## src/rtl/uart_pkg.sv

```systemverilog
// Shared types and helpers for the UART channel.
// UART_PARITY_EN adds the PARITY states to both FSM encodings.
package uart_pkg;

  localparam int unsigned OVERSAMPLE = 16;

`ifdef UART_PARITY_EN
  typedef enum logic [2:0] {TxIdle, TxStart, TxData, TxParity, TxStop} tx_state_t;
  typedef enum logic [2:0] {RxIdle, RxStart, RxData, RxParity, RxStop} rx_state_t;
`else
  typedef enum logic [2:0] {TxIdle, TxStart, TxData, TxStop} tx_state_t;
  typedef enum logic [2:0] {RxIdle, RxStart, RxData, RxStop} rx_state_t;
`endif

  // Clocks per oversample tick, never below one.
  function automatic int unsigned calc_div(input int unsigned clk_freq,
                                           input int unsigned baud_rate);
    int unsigned d;
    d = clk_freq / (baud_rate * OVERSAMPLE);
    return (d < 1) ? 1 : d;
  endfunction

endpackage

```

## src/rtl/uart_sync_fifo.sv

```systemverilog
// Show-ahead synchronous FIFO; full/empty from an extra pointer bit.
// Drops pushes when full unless a pop happens in the same cycle.
module uart_sync_fifo #(
  parameter int unsigned WIDTH = 8,
  parameter int unsigned DEPTH = 16
) (
  input  logic                   clk,
  input  logic                   rst,
  input  logic                   push,
  input  logic [WIDTH-1:0]       push_data,
  input  logic                   pop,
  output logic [WIDTH-1:0]       head,
  output logic [$clog2(DEPTH):0] count,
  output logic                   full,
  output logic                   empty
);

  localparam int unsigned AW = $clog2(DEPTH);

  logic [WIDTH-1:0] mem_q [DEPTH];
  logic [AW:0]      wr_ptr_q, rd_ptr_q;
  logic             do_push, do_pop;

  always_comb begin
    empty   = (wr_ptr_q == rd_ptr_q);
    full    = (wr_ptr_q[AW] != rd_ptr_q[AW]) && (wr_ptr_q[AW-1:0] == rd_ptr_q[AW-1:0]);
    do_pop  = pop && !empty;
    do_push = push && (!full || do_pop);
    count   = wr_ptr_q - rd_ptr_q;
    // Head reads as zero when empty so rx_data has a defined reset value.
    head    = empty ? '0 : mem_q[rd_ptr_q[AW-1:0]];
  end

  always_ff @(posedge clk or posedge rst) begin
    if (rst) begin
      wr_ptr_q <= '0;
      rd_ptr_q <= '0;
    end else begin
      if (do_push) wr_ptr_q <= wr_ptr_q + 1'b1;
      if (do_pop)  rd_ptr_q <= rd_ptr_q + 1'b1;
    end
  end

  always_ff @(posedge clk) begin
    if (do_push) mem_q[wr_ptr_q[AW-1:0]] <= push_data;
  end

endmodule

```

## src/rtl/uart_duplex_core.sv

```systemverilog
// One UART channel: valid/ready transmitter, 16x oversampling receiver, RX FIFO.
// Define UART_PARITY_EN for an even-parity bit and the parity_err output.
module uart_duplex_core
  import uart_pkg::*;
#(
  parameter int unsigned CLK_FREQ   = 100_000_000,
  parameter int unsigned BAUD_RATE  = 19200,
  parameter int unsigned DATA_BITS  = 8,
  parameter int unsigned FIFO_DEPTH = 16
) (
  input  logic                          clk,
  input  logic                          rst,
  input  logic                          tx_valid,
  input  logic [DATA_BITS-1:0]          tx_data,
  output logic                          tx_ready,
  output logic                          tx,
  output logic                          tx_done,
  input  logic                          rx,
  output logic [DATA_BITS-1:0]          rx_data,
  output logic                          rx_valid,
  input  logic                          rx_ready,
  output logic [$clog2(FIFO_DEPTH):0]   rx_count,
  output logic                          rx_overrun,
`ifdef UART_PARITY_EN
  output logic                          parity_err,
`endif
  output logic                          frame_err
);

  localparam int unsigned DIV = calc_div(CLK_FREQ, BAUD_RATE);
  localparam int unsigned DW  = (DIV > 1) ? $clog2(DIV) : 1;
  localparam int unsigned BW  = $clog2(DATA_BITS);
  localparam logic [3:0] TICK_LAST = 4'(OVERSAMPLE - 1);
  localparam logic [3:0] TICK_MID  = 4'(OVERSAMPLE / 2 - 1);
  localparam logic [BW-1:0] BIT_LAST = BW'(DATA_BITS - 1);

  // Free-running tick generator
  logic [DW-1:0] div_cnt_q;
  logic          tick;

  assign tick = (div_cnt_q == DW'(DIV - 1));

  always_ff @(posedge clk or posedge rst) begin
    if (rst) div_cnt_q <= '0;
    else     div_cnt_q <= tick ? '0 : div_cnt_q + 1'b1;
  end

  // Transmitter
  tx_state_t            tx_state_q;
  logic [3:0]           tx_tick_q;
  logic [BW-1:0]        tx_bit_q;
  logic [DATA_BITS-1:0] tx_shift_q;
  logic                 tx_q, tx_done_q;
`ifdef UART_PARITY_EN
  logic                 tx_par_q;
`endif

  assign tx_ready = (tx_state_q == TxIdle);
  assign tx       = tx_q;
  assign tx_done  = tx_done_q;

  always_ff @(posedge clk or posedge rst) begin
    if (rst) begin
      tx_state_q <= TxIdle;
      tx_tick_q  <= '0;
      tx_bit_q   <= '0;
      tx_shift_q <= '0;
      tx_q       <= 1'b1;
      tx_done_q  <= 1'b0;
`ifdef UART_PARITY_EN
      tx_par_q   <= 1'b0;
`endif
    end else begin
      tx_done_q <= 1'b0;
      case (tx_state_q)
        TxIdle: begin
          if (tx_valid) begin
            tx_shift_q <= tx_data;
`ifdef UART_PARITY_EN
            tx_par_q   <= ^tx_data;
`endif
            tx_q       <= 1'b0;
            tx_tick_q  <= '0;
            tx_state_q <= TxStart;
          end
        end
        TxStart: begin
          if (tick) begin
            tx_tick_q <= tx_tick_q + 1'b1;
            if (tx_tick_q == TICK_LAST) begin
              tx_q       <= tx_shift_q[0];
              tx_shift_q <= {1'b0, tx_shift_q[DATA_BITS-1:1]};
              tx_bit_q   <= '0;
              tx_state_q <= TxData;
            end
          end
        end
        TxData: begin
          if (tick) begin
            tx_tick_q <= tx_tick_q + 1'b1;
            if (tx_tick_q == TICK_LAST) begin
              if (tx_bit_q == BIT_LAST) begin
`ifdef UART_PARITY_EN
                tx_q       <= tx_par_q;
                tx_state_q <= TxParity;
`else
                tx_q       <= 1'b1;
                tx_state_q <= TxStop;
`endif
              end else begin
                tx_q       <= tx_shift_q[0];
                tx_shift_q <= {1'b0, tx_shift_q[DATA_BITS-1:1]};
                tx_bit_q   <= tx_bit_q + 1'b1;
              end
            end
          end
        end
`ifdef UART_PARITY_EN
        TxParity: begin
          if (tick) begin
            tx_tick_q <= tx_tick_q + 1'b1;
            if (tx_tick_q == TICK_LAST) begin
              tx_q       <= 1'b1;
              tx_state_q <= TxStop;
            end
          end
        end
`endif
        TxStop: begin
          if (tick) begin
            tx_tick_q <= tx_tick_q + 1'b1;
            if (tx_tick_q == TICK_LAST) begin
              tx_done_q  <= 1'b1;
              tx_state_q <= TxIdle;
            end
          end
        end
        default: tx_state_q <= TxIdle;
      endcase
    end
  end

  // Receiver: rx_s2_q is the synchronized line, rx_s3_q its previous value
  logic rx_s1_q, rx_s2_q, rx_s3_q;

  always_ff @(posedge clk or posedge rst) begin
    if (rst) begin
      rx_s1_q <= 1'b1;
      rx_s2_q <= 1'b1;
      rx_s3_q <= 1'b1;
    end else begin
      rx_s1_q <= rx;
      rx_s2_q <= rx_s1_q;
      rx_s3_q <= rx_s2_q;
    end
  end

  rx_state_t            rx_state_q;
  logic [3:0]           rx_tick_q;
  logic [BW-1:0]        rx_bit_q;
  logic [DATA_BITS-1:0] rx_shift_q;
  logic                 frame_err_q, rx_overrun_q;
  logic                 stop_sample, par_ok, rx_push;
  logic                 fifo_full, fifo_empty;
`ifdef UART_PARITY_EN
  logic                 rx_par_bad_q, parity_err_q;
  assign par_ok     = !rx_par_bad_q;
  assign parity_err = parity_err_q;
`else
  assign par_ok     = 1'b1;
`endif

  always_comb begin
    stop_sample = (rx_state_q == RxStop) && tick && (rx_tick_q == TICK_LAST);
    rx_push     = stop_sample && rx_s2_q && par_ok;
  end

  always_ff @(posedge clk or posedge rst) begin
    if (rst) begin
      rx_state_q   <= RxIdle;
      rx_tick_q    <= '0;
      rx_bit_q     <= '0;
      rx_shift_q   <= '0;
      frame_err_q  <= 1'b0;
      rx_overrun_q <= 1'b0;
`ifdef UART_PARITY_EN
      rx_par_bad_q <= 1'b0;
      parity_err_q <= 1'b0;
`endif
    end else begin
      frame_err_q  <= 1'b0;
      rx_overrun_q <= 1'b0;
`ifdef UART_PARITY_EN
      parity_err_q <= 1'b0;
`endif
      case (rx_state_q)
        RxIdle: begin
          if (rx_s3_q && !rx_s2_q) begin
            rx_tick_q  <= '0;
            rx_state_q <= RxStart;
          end
        end
        RxStart: begin
          if (tick) begin
            rx_tick_q <= rx_tick_q + 1'b1;
            if (rx_tick_q == TICK_MID) begin
              if (rx_s2_q) begin
                rx_state_q <= RxIdle;  // glitch, not a start bit
              end else begin
                rx_tick_q  <= '0;
                rx_bit_q   <= '0;
                rx_state_q <= RxData;
              end
            end
          end
        end
        RxData: begin
          if (tick) begin
            rx_tick_q <= rx_tick_q + 1'b1;
            if (rx_tick_q == TICK_LAST) begin
              rx_shift_q <= {rx_s2_q, rx_shift_q[DATA_BITS-1:1]};
              if (rx_bit_q == BIT_LAST) begin
`ifdef UART_PARITY_EN
                rx_state_q <= RxParity;
`else
                rx_state_q <= RxStop;
`endif
              end else begin
                rx_bit_q <= rx_bit_q + 1'b1;
              end
            end
          end
        end
`ifdef UART_PARITY_EN
        RxParity: begin
          if (tick) begin
            rx_tick_q <= rx_tick_q + 1'b1;
            if (rx_tick_q == TICK_LAST) begin
              rx_par_bad_q <= rx_s2_q ^ (^rx_shift_q);
              rx_state_q   <= RxStop;
            end
          end
        end
`endif
        RxStop: begin
          if (tick) begin
            rx_tick_q <= rx_tick_q + 1'b1;
            if (rx_tick_q == TICK_LAST) begin
              frame_err_q  <= !rx_s2_q;
              rx_overrun_q <= rx_push && fifo_full && !rx_ready;
`ifdef UART_PARITY_EN
              parity_err_q <= rx_par_bad_q;
`endif
              rx_state_q   <= RxIdle;
            end
          end
        end
        default: rx_state_q <= RxIdle;
      endcase
    end
  end

  assign frame_err  = frame_err_q;
  assign rx_overrun = rx_overrun_q;
  assign rx_valid   = !fifo_empty;

  uart_sync_fifo #(
    .WIDTH (DATA_BITS),
    .DEPTH (FIFO_DEPTH)
  ) u_rx_fifo (
    .clk       (clk),
    .rst       (rst),
    .push      (rx_push),
    .push_data (rx_shift_q),
    .pop       (rx_ready),
    .head      (rx_data),
    .count     (rx_count),
    .full      (fifo_full),
    .empty     (fifo_empty)
  );

endmodule
```

## config.mk

```make
export PLATFORM = sky130hd
export DESIGN_NAME = uart_duplex_core
export DESIGN_NICKNAME = d
export VERILOG_FILES = /design/src/rtl/uart_pkg.sv /design/src/rtl/uart_sync_fifo.sv /design/src/rtl/uart_duplex_core.sv
export SDC_FILE = /design/constraint.sdc
export NUM_CORES = 1
export LEC_CHECK = 0
export ABC_AREA = 1
export CAP_MARGIN = 20
export CORE_ASPECT_RATIO = 0.5
export CORE_MARGIN = 8
export CORE_UTILIZATION = 50
export CTS_CLUSTER_SIZE = 24
export DETAILED_ROUTE_END_ITERATION = 8
export PLACE_DENSITY = 0.67
export SLEW_MARGIN = 20
export SYNTH_ARGS = -nofsm -noshare
export SYNTH_HDL_FRONTEND = slang
export SYNTH_SLANG_ARGS = --single-unit
```

## constraint.sdc

```tcl
create_clock -name clk -period 4.4 [get_ports clk]
set_clock_uncertainty 0.05 [all_clocks]
set_input_delay 1.32 -clock clk [delete_from_list [all_inputs] [get_ports clk]]
set_output_delay 1.32 -clock clk [all_outputs]
set_load 0.01 [all_outputs]
```

## Word level (Yosys, flattened, before mapping)

Memory sizes are Yosys's and may differ from the RTL's.
Index checks and enable logic that the tools add are counted.

| storage, ports and cells | value |
|---|---|
| bits in registers | 62 |
| RAM bits | 128 |
| bits of input ports | 13 |
| output and inout port bits | 19 |
| word-level logic and storage cells | 161 |
| memories kept | 1 |

Memory list:

| name | words | bits a word | rd ports | clocked after Yosys merged registers in | wr ports | line | text |
|---|---|---|---|---|---|---|---|
| u_rx_fifo.mem_q | 16 | 8 | 1 | 0 | 1 | uart_sync_fifo.sv:20 | `logic [WIDTH-1:0] mem_q [DEPTH];` |

| operators by class | value |
|---|---|
| add/sub/neg operators | 8 |
| equality and inequality tests | 36 |
| muxes and demuxes | 66 |
| reductions and logical operators | 32 |

Operators by type and width:

| kind | count |
|---|---|
| $mux W3 | 25 |
| $mux W8 | 7 |
| $ne A2 B2 Y1 const B | 18 |
| $mux W4 | 7 |
| $pmux W3 S4 | 2 |
| $pmux W8 S3 | 1 |
| $mux W1 | 17 |
| $reduce_and A8 Y1 | 2 |
| $reduce_and A7 Y1 | 2 |
| $eq A3 B2 Y1 const B | 4 |
| $pmux W3 S2 | 2 |
| $pmux W4 S3 | 1 |
| $reduce_and A6 Y1 | 2 |
| $add A5 B1 Y5 const B | 2 |
| $add A9 B1 Y9 const B | 1 |
| $eq A9 B9 Y1 const B | 1 |
| $logic_and A1 B1 Y1 | 9 |
| $mux W9 | 1 |
| $add A4 B1 Y4 const B | 2 |
| $eq A4 B4 Y1 const B | 2 |
| $pmux W4 S2 | 1 |
| $add A3 B1 Y3 const B | 2 |
| $eq A3 B1 Y1 const B | 2 |
| $eq A3 B3 Y1 const B | 2 |
| 17 further kinds | 27 |

## Logic depth before layout (Yosys ltp)

| depth | value |
|---|---|
| word-level depth | 9 |
| mapped depth | 11 |
| gate-level depth less buffers | 11 |

## Modules after synthesis

A second synthesis with hierarchy kept.

| unflattened totals | value |
|---|---|
| cells, all modules | 925 |
| area, all modules | 8852.2 um2 |

By module, submodules not included:

| module | times used | cells an instance | area an instance (um2) | sequential area each (um2) |
|---|---|---|---|---|
| uart_sync_fifo | 1 | 635 | 6318.6 | 4093.9 |
| uart_duplex_core | 1 | 290 | 2533.7 | 1256.2 |

## Worst setup path after synthesis

No wires, ideal clock.

| timing path | value |
|---|---|
| kind | flip-flop to output port |
| start point | register u_rx_fifo.rd_ptr_q[2] |
| end point | output rx_valid |
| arrival time | 1.709 ns |
| setup slack | 1.321 ns |
| stages on the path, launching flop included | 7 |
| path buffers | 1 |
| path through | dfrtp_1 > clkbuf_1 > inv_2 > ha_1 > nand4_1 > nor2_2 > inv_1 |

| between the ends | value |
|---|---|
| cells in the longest elaborated chain, start to end | 2 |

RTL lines:

| what | line | text |
|---|---|---|
| start: declaration | uart_sync_fifo.sv:21 | `logic [AW:0] wr_ptr_q, rd_ptr_q;` |
| start signal: assignment | uart_sync_fifo.sv:40 | `if (do_pop) rd_ptr_q <= rd_ptr_q + 1'b1;` |
| $eq A5 B5 Y1 | uart_sync_fifo.sv:25 | `empty = (wr_ptr_q == rd_ptr_q);` |
| $logic_not A1 Y1 | uart_duplex_core.sv:265 | `assign rx_valid = !fifo_empty;` |
| end: declaration | uart_duplex_core.sv:20 | `output logic rx_valid,` |

Every way passes these cells.

## Worst setup path after layout

| timing path | value |
|---|---|
| start point | register u_rx_fifo.rd_ptr_q[0] |
| end point | output rx_count[4] |

| between the ends | value |
|---|---|
| cells in the longest elaborated chain, start to end | 1 |

RTL lines:

| what | line | text |
|---|---|---|
| $sub A5 B5 Y5 | uart_sync_fifo.sv:29 | `count = wr_ptr_q - rd_ptr_q;` |
| end: declaration | uart_duplex_core.sv:22 | `output logic [$clog2(FIFO_DEPTH):0] rx_count,` |

Every way passes these cells.

==> flow_metrics.env <==
export IMPL_yosysWarningCount=0
export IMPL_die_x_um=200
export IMPL_peakVddDrop_mv=0.304
export IMPL_crit_path_end_kind="output pin"
export IMPL_drv_cap=0
export IMPL_gp_congestion=0.810
export IMPL_arrival_ns=2.78
export IMPL_final_common_cell="nor2_1"
export IMPL_track_usage_pct=17.4
export IMPL_regArea_um2=5360
export IMPL_synth_nets=854
export IMPL_ys_seq_elements=188
export IMPL_place_ws_ns=0.471
export IMPL_status="finished clean"
export IMPL_io_buffers=31
export IMPL_cts_resized=0
export IMPL_num_nets_final=897
export IMPL_slew_headroom_pct=43.5
export IMPL_cp_max_fo=30
export IMPL_hp_class="reg -> reg"
export IMPL_final_cell_mix="nor2_1, edfxtp_1, nand2_1"
export IMPL_gr_total_overflow=0
export IMPL_dp_cells=1069
export IMPL_clkLatencyLatePin_ns=0.43
export IMPL_cts_tree="yes"
export IMPL_slew_violations=0
export IMPL_synthCells=818
export IMPL_antenna_left=0
export IMPL_hold_violations=0
export IMPL_drt_vias_per_instance=5.26
export IMPL_diodes=0
export IMPL_r2r_slack_ns=1.40
export IMPL_drc_errors=0
export IMPL_wl_per_cell_um=16.6
export IMPL_dieArea_um2=21600
export IMPL_final_cells=1101
export IMPL_holdBufCountCts=0
export IMPL_postCtsSetupBuffers=0
export IMPL_ys_seq_area_share_pct=63.1
export IMPL_r2r_start="u_rx_fifo.rd_ptr_q[1]"
export IMPL_fillers=1363
export IMPL_drive_above_1_share_pct=9.50
export IMPL_cts_buffers=17
export IMPL_min_from="rx_s1_q"
export IMPL_cts_root_buf="clkbuf_16"
export IMPL_worst_pin_slew_ns=0.845
export IMPL_path_clk_slew_ns=0.07
export IMPL_worst_ep_required_time_ns=3.03
export IMPL_final_setup_viol_count=0
export IMPL_drt_pre_antenna_iters=7
export IMPL_fmax_mhz=241
export IMPL_start_kind="register"
export IMPL_synth_edf_count=128
export IMPL_dieHeight_um=108
export IMPL_grt_max_degree=50
export IMPL_clock_sinks=188
export IMPL_area_growth_pct=13.9
export IMPL_syn_area_per_cell_um2=10.4
export IMPL_grt_pass1_wl_mm=30.1
export IMPL_synth_cell_type_count=40
export IMPL_clock_path_buffers=2
export IMPL_core_um2=16500
export IMPL_critPathKind="reg -> out"
export IMPL_power_density_nw_per_um2=570
export IMPL_crit_start="u_rx_fifo.rd_ptr_q[0]"
export IMPL_leakage_uw=0.00417
export IMPL_first_iter_violations=441
export IMPL_netlist_area_um2=8480
export IMPL_fp_row_count=33
export IMPL_antenna_found_initial=0
export IMPL_async_reset_ff_share_pct=31.9
export IMPL_ys_flop_type="edfxtp_1"
export IMPL_rsz0062_at_grt="false"
export IMPL_vias=5793
export IMPL_drt_total_wl_mm=18.2
export IMPL_grt_pass1_vias=5947
export IMPL_fin_crit_ns=4.15
export IMPL_io_pins=32
export IMPL_fin_setup_tns_ns=0
export IMPL_hpwl_mm=12.1
export IMPL_initial_core_util_pct=51.5
export IMPL_post_route_period_util_pct=94.4
export IMPL_setup_ws_ns=0.248
export IMPL_cts_htree_levels=4
export IMPL_multi_input_area_um2=2720
layer usage:
layer,wire length [um],global-route usage (%)
met1,8490,22.3
met5,0,0
met2,8680,30.0
met4,237,4.84
met3,828,3.52
final timing paths:
kind | endpoint | depth (start not counted)
setup / recovery | rx_count[4] | 5
hold / removal | rx_s2_q | 0
setup reg to reg | u_rx_fifo.mem_q[3][3] | 6
hold reg to reg | rx_s2_q | 0
max in group asynchronous | u_rx_fifo.rd_ptr_q[0] | 3
min in group asynchronous | rx_bit_q[1] | 2
flip-flops by register name (all words and copies together) (netlist names):
signal / cells
tx_shift_q: 8
rx_tick_q: 4
tx_tick_q: 4
tx_done: 1
div_cnt_q: 9
rx_shift_q: 8
u_rx_fifo.rd_ptr_q: 5
rx_s3_q: 1
tx_bit_q: 3
rx_state_q: 2
frame_err: 1
u_rx_fifo.mem_q: 128
rx_overrun: 1
tx: 1
rx_s1_q: 1
rx_bit_q: 3
tx_state_q: 2
u_rx_fifo.wr_ptr_q: 5
rx_s2_q: 1
worst max-delay path, cell delays in order, from the launching register on:
cell and delay [ns]:
dfrtp_4 0.65, ha_1 0.31, fa_1 0.42, o21ai_0 0.27, xnor2_1 0.16, clkdlybuf4s50_1 0.56
power by group:
group          switching [uW]  internal, uW  leakage, uW
clock                     712           744     0.000261
sequential                147          1970      0.00227
combinational            1140           791      0.00164
stage by stage:
step / util (%) / cell area (um2) / hold WS (ns) / total power (uW)
finish: 58.6 / 9650 / 0.308 / 5510
detailed placement: 55.1 / 9080 / 0.299 / 4080
global route: 58.6 / 9650 / 0.319 / 5850
CTS: 58.5 / 9640 / 0.309 / 5530
floorplan: - / 8480 / 0.295 / 3440
global placement: 55.1 / 9080 / 0.296 / 4030
area by class of cell:
class,count,area share [%]
Inverter,72,2.85
Timing Repair Buffer,51,4.77
Sequential cell,188,55.5
Multi-Input combinational cell,531,28.2
Tap cell,227,2.94
Clock buffer,17,4.41
Clock inverter,15,1.34
cells in the mapped netlist, types with 2 or more instances:
| library cell | n | area share [%] |
|---|---|---|
| or2_2 | 3 | 0.22 |
| buf_6 | 2 | 0.27 |
| buf_2 | 11 | 0.65 |
| dfrtp_1 | 56 | 17 |
| nand2_1 | 122 | 5.4 |
| xnor2_1 | 4 | 0.41 |
| nand3_1 | 52 | 3.1 |
| nor3_1 | 17 | 1.0 |
| nand4_1 | 4 | 0.30 |
| edfxtp_1 | 128 | 45 |
| dfstp_2 | 4 | 1.2 |
| nor2_4 | 3 | 0.40 |
| clkbuf_1 | 11 | 0.49 |
| inv_2 | 6 | 0.27 |
| mux2i_1 | 7 | 0.83 |
| nor2_1 | 145 | 6.4 |
| o21ai_0 | 102 | 6.0 |
| o21ai_1 | 3 | 0.18 |
| xor2_1 | 9 | 0.93 |
| nand2_2 | 2 | 0.15 |
| ha_1 | 22 | 3.2 |
| buf_4 | 2 | 0.18 |
| inv_1 | 63 | 2.8 |
| clkinv_1 | 2 | 0.089 |
| a21oi_1 | 22 | 1.3 |
| nand2_4 | 2 | 0.27 |
kinds of logic (layout without fill, tap and decap cells):
family | after synthesis | in the layout | share of synthesized area (%)
AND/OR/NAND/NOR | 359 | 359 | 18.6
XOR/XNOR | 14 | 14 | 1.54
multiplexers | 7 | 7 | 0.827
AO/OA/AOI/OAI | 128 | 128 | 7.59
buffers and inverters | 99 | 155 | 4.83
flip-flops | 188 | 188 | 63.1
adder cells (fa/ha/maj) | 23 | 23 | 3.48
(Power assumes the default switching activity.)
